**src/rtl/mem_bus_initiator_if.sv**
```systemverilog
// MOV/MOC memory bus between mem_bus_initiator (master) and the memory (slave).
interface mem_bus_initiator_if #(
  parameter int ADDR_W = 32,
  parameter int DATA_W = 32
);
  logic              MOV;
  logic              RW;
  logic [1:0]        typeData;
  logic [ADDR_W-1:0] mem_addr;
  logic [DATA_W-1:0] mem_wdata;
  logic [DATA_W-1:0] mem_rdata;
  logic              MOC;

  modport master (
    output MOV, RW, typeData, mem_addr, mem_wdata,
    input  mem_rdata, MOC
  );

  modport slave (
    input  MOV, RW, typeData, mem_addr, mem_wdata,
    output mem_rdata, MOC
  );
endinterface

```
**src/rtl/mem_bus_initiator.sv**
```systemverilog
// Single-beat load/store initiator for the four-phase MOV/MOC memory handshake.
// Optional MOC wait timeout enabled by defining MEM_INIT_TIMEOUT_EN.
module mem_bus_initiator #(
  parameter int ADDR_W  = 32,
  parameter int DATA_W  = 32
`ifdef MEM_INIT_TIMEOUT_EN
  ,
  parameter int TIMEOUT = 16
`endif
) (
  input  logic                CLK,
  input  logic                CLR,
  input  logic                req_valid,
  output logic                req_ready,
  input  logic                req_rw,
  input  logic [1:0]          req_type,
  input  logic [ADDR_W-1:0]   req_addr,
  input  logic [DATA_W-1:0]   req_wdata,
  output logic                rsp_valid,
  input  logic                rsp_ready,
  output logic [DATA_W-1:0]   rsp_rdata,
  output logic                rsp_err,
  mem_bus_initiator_if.master mem
);

  typedef enum logic [1:0] {
    ST_IDLE    = 2'd0,
    ST_ASSERT  = 2'd1,
    ST_RELEASE = 2'd2,
    ST_RESP    = 2'd3
  } state_e;

  state_e              state_q, state_d;
  logic                lat_rw_q, lat_rw_d;
  logic [1:0]          type_q, type_d;
  logic [ADDR_W-1:0]   addr_q, addr_d;
  logic [DATA_W-1:0]   wdata_q, wdata_d;
  logic                mov_q, mov_d;
  logic                mem_rw_q, mem_rw_d;
  logic                req_ready_q, req_ready_d;
  logic                rsp_valid_q, rsp_valid_d;
  logic [DATA_W-1:0]   rsp_rdata_q, rsp_rdata_d;
  logic                rsp_err_q, rsp_err_d;

`ifdef MEM_INIT_TIMEOUT_EN
  localparam int               CNT_W    = $clog2(TIMEOUT + 1);
  localparam logic [CNT_W-1:0] CNT_ZERO = {CNT_W{1'b0}};
  localparam logic [CNT_W-1:0] CNT_ONE  = CNT_W'(1);
  localparam logic [CNT_W-1:0] CNT_LAST = CNT_W'(TIMEOUT - 1);
  logic [CNT_W-1:0] cnt_q, cnt_d;
`endif

  // Reserved type, odd halfword or non-word-aligned word is rejected before any bus access.
  function automatic logic is_misaligned(input logic [1:0] t, input logic [1:0] a);
    logic bad;
    case (t)
      2'b00:   bad = 1'b0;
      2'b01:   bad = a[0];
      2'b10:   bad = (a != 2'b00);
      default: bad = 1'b1;
    endcase
    return bad;
  endfunction

  function automatic logic [31:0] load_extend(input logic [1:0] t, input logic [31:0] d);
    logic [31:0] r;
    case (t)
      2'b00:   r = {24'h000000, d[7:0]};
      2'b01:   r = {16'h0000, d[15:0]};
      default: r = d;
    endcase
    return r;
  endfunction

  // Next-state, request latching and response capture.
  always_comb begin
    state_d     = state_q;
    lat_rw_d    = lat_rw_q;
    type_d      = type_q;
    addr_d      = addr_q;
    wdata_d     = wdata_q;
    rsp_rdata_d = rsp_rdata_q;
    rsp_err_d   = rsp_err_q;
`ifdef MEM_INIT_TIMEOUT_EN
    cnt_d       = cnt_q;
`endif
    case (state_q)
      ST_IDLE: begin
        if (req_valid && req_ready_q) begin
          lat_rw_d    = req_rw;
          type_d      = req_type;
          addr_d      = req_addr;
          wdata_d     = req_wdata;
          rsp_rdata_d = {DATA_W{1'b0}};
          if (is_misaligned(req_type, req_addr[1:0])) begin
            rsp_err_d = 1'b1;
            state_d   = ST_RESP;
          end else begin
            rsp_err_d = 1'b0;
            state_d   = ST_ASSERT;
`ifdef MEM_INIT_TIMEOUT_EN
            cnt_d     = CNT_ZERO;
`endif
          end
        end else begin
          state_d = ST_IDLE;
        end
      end
      ST_ASSERT: begin
        if (mem.MOC) begin
          rsp_rdata_d = lat_rw_q ? load_extend(type_q, mem.mem_rdata) : {DATA_W{1'b0}};
          state_d     = ST_RELEASE;
`ifdef MEM_INIT_TIMEOUT_EN
          cnt_d       = CNT_ZERO;
        end else if (cnt_q == CNT_LAST) begin
          rsp_rdata_d = {DATA_W{1'b0}};
          rsp_err_d   = 1'b1;
          state_d     = ST_RESP;
        end else begin
          cnt_d = cnt_q + CNT_ONE;
`else
        end else begin
          state_d = ST_ASSERT;
`endif
        end
      end
      ST_RELEASE: begin
        if (!mem.MOC) begin
          state_d = ST_RESP;
`ifdef MEM_INIT_TIMEOUT_EN
        end else if (cnt_q == CNT_LAST) begin
          // Memory never released MOC: drop the captured data and report an error.
          rsp_rdata_d = {DATA_W{1'b0}};
          rsp_err_d   = 1'b1;
          state_d     = ST_RESP;
        end else begin
          cnt_d = cnt_q + CNT_ONE;
`else
        end else begin
          state_d = ST_RELEASE;
`endif
        end
      end
      ST_RESP: begin
        if (rsp_ready) begin
          state_d = ST_IDLE;
        end else begin
          state_d = ST_RESP;
        end
      end
      default: begin
        state_d = ST_IDLE;
      end
    endcase

    mov_d       = (state_d == ST_ASSERT);
    mem_rw_d    = (state_d == ST_ASSERT) && lat_rw_d;
    req_ready_d = (state_d == ST_IDLE);
    rsp_valid_d = (state_d == ST_RESP);
  end

  // State and output registers with synchronous active-low clear.
  always_ff @(posedge CLK) begin
    if (!CLR) begin
      state_q     <= ST_IDLE;
      lat_rw_q    <= 1'b0;
      type_q      <= 2'b00;
      addr_q      <= {ADDR_W{1'b0}};
      wdata_q     <= {DATA_W{1'b0}};
      mov_q       <= 1'b0;
      mem_rw_q    <= 1'b0;
      req_ready_q <= 1'b1;
      rsp_valid_q <= 1'b0;
      rsp_rdata_q <= {DATA_W{1'b0}};
      rsp_err_q   <= 1'b0;
`ifdef MEM_INIT_TIMEOUT_EN
      cnt_q       <= CNT_ZERO;
`endif
    end else begin
      state_q     <= state_d;
      lat_rw_q    <= lat_rw_d;
      type_q      <= type_d;
      addr_q      <= addr_d;
      wdata_q     <= wdata_d;
      mov_q       <= mov_d;
      mem_rw_q    <= mem_rw_d;
      req_ready_q <= req_ready_d;
      rsp_valid_q <= rsp_valid_d;
      rsp_rdata_q <= rsp_rdata_d;
      rsp_err_q   <= rsp_err_d;
`ifdef MEM_INIT_TIMEOUT_EN
      cnt_q       <= cnt_d;
`endif
    end
  end

  assign req_ready     = req_ready_q;
  assign rsp_valid     = rsp_valid_q;
  assign rsp_rdata     = rsp_rdata_q;
  assign rsp_err       = rsp_err_q;
  assign mem.MOV       = mov_q;
  assign mem.RW        = mem_rw_q;
  assign mem.typeData  = type_q;
  assign mem.mem_addr  = addr_q;
  assign mem.mem_wdata = wdata_q;

endmodule

```
**src/flat_wrapper.sv**
```systemverilog
// flat-port wrapper written by rule: the top's interface ports become plain ports
module mem_bus_initiator_flat 
#(
  parameter int ADDR_W  = 32,
  parameter int DATA_W  = 32

)
  (CLK, CLR, req_valid, req_ready, req_rw, req_type, req_addr, req_wdata, rsp_valid, rsp_ready, rsp_rdata, rsp_err, mem_MOV, mem_RW, mem_typeData, mem_mem_addr, mem_mem_wdata, mem_mem_rdata, mem_MOC);
  mem_bus_initiator_if #(.ADDR_W(ADDR_W), .DATA_W(DATA_W)) mem_i ();
  input  logic CLK;
  input  logic CLR;
  input  logic req_valid;
  output logic req_ready;
  input  logic req_rw;
  input  logic [1:0] req_type;
  input  logic [ADDR_W-1:0] req_addr;
  input  logic [DATA_W-1:0] req_wdata;
  output logic rsp_valid;
  input  logic rsp_ready;
  output logic [DATA_W-1:0] rsp_rdata;
  output logic rsp_err;
  output wire logic [$bits(mem_i.MOV)-1:0] mem_MOV;
  output wire logic [$bits(mem_i.RW)-1:0] mem_RW;
  output wire logic [$bits(mem_i.typeData)-1:0] mem_typeData;
  output wire logic [$bits(mem_i.mem_addr)-1:0] mem_mem_addr;
  output wire logic [$bits(mem_i.mem_wdata)-1:0] mem_mem_wdata;
  input wire logic [$bits(mem_i.mem_rdata)-1:0] mem_mem_rdata;
  input wire logic [$bits(mem_i.MOC)-1:0] mem_MOC;
  assign mem_MOV = mem_i.MOV;
  assign mem_RW = mem_i.RW;
  assign mem_typeData = mem_i.typeData;
  assign mem_mem_addr = mem_i.mem_addr;
  assign mem_mem_wdata = mem_i.mem_wdata;
  assign mem_i.mem_rdata = mem_mem_rdata;
  assign mem_i.MOC = mem_MOC;
  mem_bus_initiator #(.ADDR_W(ADDR_W), .DATA_W(DATA_W)) u_core (.CLK(CLK), .CLR(CLR), .req_valid(req_valid), .req_ready(req_ready), .req_rw(req_rw), .req_type(req_type), .req_addr(req_addr), .req_wdata(req_wdata), .rsp_valid(rsp_valid), .rsp_ready(rsp_ready), .rsp_rdata(rsp_rdata), .rsp_err(rsp_err), .mem(mem_i));
endmodule
```
**config.mk**
```make
export PLATFORM = sky130hd
export DESIGN_NAME = mem_bus_initiator_flat
export DESIGN_NICKNAME = d
export VERILOG_FILES = /design/src/rtl/mem_bus_initiator_if.sv /design/src/rtl/mem_bus_initiator.sv /design/src/flat_wrapper.sv
export SDC_FILE = /design/constraint.sdc
export NUM_CORES = 1
export LEC_CHECK = 0
export CAP_MARGIN = 20
export CORE_MARGIN = 8
export CORE_UTILIZATION = 43
export CTS_CLUSTER_DIAMETER = 50
export DETAILED_ROUTE_END_ITERATION = 7
export PLACE_DENSITY_LB_ADDON = 0.15
export SKIP_CTS_REPAIR_TIMING = 1
export SYNTH_ARGS = -nofsm -noshare
export SYNTH_HDL_FRONTEND = slang
export SYNTH_SLANG_ARGS = --single-unit
```
**constraint.sdc**
```tcl
create_clock -name CLK -period 3.05 [get_ports CLK]
set_input_delay 0.7625 -clock CLK [delete_from_list [all_inputs] [get_ports CLK]]
set_output_delay 0.7625 -clock CLK [all_outputs]
set_load 0.005 [all_outputs]
```
==> impl_results.md <==
* Critical path endpoint category: primary output
* I/O pin count at 207
* HPWL after detailed placement at just over 9000 um
* First-pass GRT wire length at 19,040 um
* Synth top area share at 0.5118
* Final-stage net count at around 760
* All-Layer GR Usage at 0.1823
* Gate Count Post-Synth at 471
* Synth unique cells at 28
* Die Wd at 114.2 um
* Clock sink total at 106
* LEAKAGE at approximately 0.0024 uW
* Global routing met2 resource utilization at 0.3072
* Via count at approximately 3,800
* Mapped cell area at around 0.0041 mm2
* Post-route DRC at 0
* Clock Latency Late Sink at 0.35 ns
* RSZ-0062 raised after global routing: false
* Max Buffers Root-to-Sink at 2
* Ant diodes at 0
* Synth area leaders: dfxtp_1, nand2_1, a21boi_0
* Rows at 36
* Crit share post-route at 0.6987
* Met1 usage at 0.1900
* Worst vdd ir at 312.4 uV
* Worst-Margin Slew at between 0.4 and 0.5 ns
* Avg WL per Cell at 15.28 um
* Worst Path Buf+Inv at 1
* Pre-CTS setup slack at between 0.6 and 0.7 ns
* Pins Over Slew Limit at 0
* Root Driver: clkbuf_8
* CP max FO at 5
* Reg clk slew, reported paths at 0.09 ns
* Final Power at 3133 uW
* Global route overflow at 0
* Core area at 0.009549 mm2
* Slowest stage delay, CP at 0.58 ns
* Area leader, netlist: dfxtp_1
* DRT iter0 DRCs at 162
* Hold Violations, Final at 0
* Max-cap violations at 0
* Crit path max-delay family: buffers and inverters
* Clock tree from TritonCTS: built
* Slowest cell on crit path: clkdlybuf4s50_1
* # port buffers at 206
* Kind of critical path: reg -> out
* Layout cells sized above 1 at 0.04834
* Die Ht at 114.2 um
* GR peak layer: met2
* Critical Path RT at 2.29 ns
* Min cycle time layout at 2.131 ns
* Ys Warns at 0
* Final setup fails at 0
* Num CTS Buffers at 9
* Sequential element share of the synthesized area at 0.5118
* Final WS setup at 0.9191 ns
* Outcome: finished, final reports clean
* Initial antenna violation count at 0
* DRT Pass-1 Iters at 4
* Synthesized Nets at ~580
* Yosys reg bits at approximately 110
* Avg Cell Area, Syn at 8.804 um2
* Largest net degree at the start of global routing at 51
* Final GP Congestion at 0.7146
* Setup tns final at 0 ns
* Setup Skew at 0.007259 ns
* Area Overhead vs Synth at 55.16%
* Vias per inst at around 4.7
* Core Util, Final at 0.6737
* Grt met3 use at 0.08914
* Crit path DAT at approximately 1.4 ns
* Cell Pwr Density at 486.9 mW/mm2
* Worst Hold Class: reg -> reg
* Die Footprint at 0.01304 mm2
* Max Fclk at between 400 and 500 MHz
* Initial core utilization at 0.4342
* Vias in the first global route at 3,858
* Post-route ant nets at 0
* Critical Path Source Type: flop
* H-tree Lvls at 3
* Final WL at ~12,000 um
* CP Cell Sequence: clkdlybuf4s50_1
* Relative slew slack at 0.7071
layout make-up:
| cell class | count | area, um2 |
|---|---|---|
| Fill cell | 813 | 3115 |
| Timing Repair Buffer | 215 | 2137 |
| Sequential cell | 106 | 2122 |
| Multi-Input combinational cell | 323 | 1807 |
| Tap cell | 133 | 166.4 |
| Clock buffer | 9 | 123.9 |
| Clock inverter | 7 | 70.07 |
| Inverter | 2 | 7.507 |
layer usage:
layer	share of wire	routed length, um
met5	0	0
met4	0.020	246
met3	0.11	1352
met2	0.48	5800
met1	0.39	4752
final timing paths:
path                                start                          end  slack [ns]  cells after the start
max           u_core.req_ready$_SDFF_PN1_                    req_ready        0.92                      1
min           u_core.rsp_err$_SDFFE_PN0P_  u_core.rsp_err$_SDFFE_PN0P_        0.46                      2
max reg2reg  u_core.state_q[0]$_SDFF_PN0_    u_core.mem.MOV$_SDFF_PN0_        1.46                      3
min reg2reg   u_core.rsp_err$_SDFFE_PN0P_  u_core.rsp_err$_SDFFE_PN0P_        0.46                      2
flip-flops by register name (all words and copies together) (netlist names):
register	count
u_core.mem.MOV	1
u_core.rsp_valid	1
u_core.lat_rw_q	1
u_core.req_ready	1
u_core.rsp_err	1
u_core.mem.mem_addr	32
u_core.mem.mem_wdata	32
u_core.mem.typeData	2
u_core.mem.RW	1
u_core.rsp_rdata	32
u_core.state_q	2
placed cells by master, fill, tap and decap left out, drive strengths merged, types with 2 or more instances in the layout:
| master | instances |
|---|---|
| clkdlybuf4s50 | 205 |
| dfxtp | 106 |
| a21o | 2 |
| inv | 2 |
| mux2i | 32 |
| a21oi | 2 |
| a21boi | 69 |
| nand2 | 178 |
| buf | 10 |
| nand3 | 26 |
| clkbuf | 9 |
| clkinv | 5 |
stage by stage:
| step | hold WS [ns] | std cells | cell area (um2) |
|---|---|---|---|
| floorplan | 0.4514 | 471 | 4146 |
| global placement | 0.4420 | 779 | 6240 |
| detailed placement | 0.4518 | 779 | 6240 |
| CTS | 0.4661 | 795 | 6434 |
| global route | 0.4835 | 795 | 6434 |
| finish | 0.4590 | 795 | 6434 |
cells by family (layout without fill, tap and decap cells):
family,after synthesis,after routing,share of synthesized area
and+or+nand+nor,213,213,0.2115
AOI/OAI and AO/OA,77,77,0.1406
muxes,32,32,0.07725
xor gates and xnor gates,1,1,0.002113
DFF,106,106,0.5118
buffers and inverters,42,233,0.05673
Yosys cell counts:
| master | number |
|---|---|
| buf_2 | 11 |
| nand3b_1 | 1 |
| or3_4 | 1 |
| nand3_1 | 26 |
| dfxtp_1 | 106 |
| nand2_1 | 178 |
| inv_1 | 2 |
| clkbuf_1 | 18 |
| a211o_1 | 1 |
| nand2b_1 | 1 |
| and3b_1 | 1 |
| or2_2 | 1 |
| a21oi_1 | 2 |
| buf_6 | 7 |
| nand4bb_1 | 1 |
| a21boi_1 | 3 |
| and4b_1 | 1 |
| a221oi_2 | 1 |
| mux2i_1 | 32 |
| xnor2_1 | 1 |
| and4bb_2 | 1 |
| a21o_1 | 2 |
| o2111ai_1 | 1 |
| buf_4 | 3 |
| nor3_1 | 1 |
| buf_1 | 1 |
| o211ai_1 | 1 |
| a21boi_0 | 66 |
report_power, final:
group | internal, uW | switching, uW | leakage (uW)
logic | 421 | 325 | 0.00143
clock network | 379 | 467 | 0.0000990
registers | 1480 | 58.3 | 0.000862
total | 2280 | 849 | 0.00239
Power figures use the tool's default switching activity.
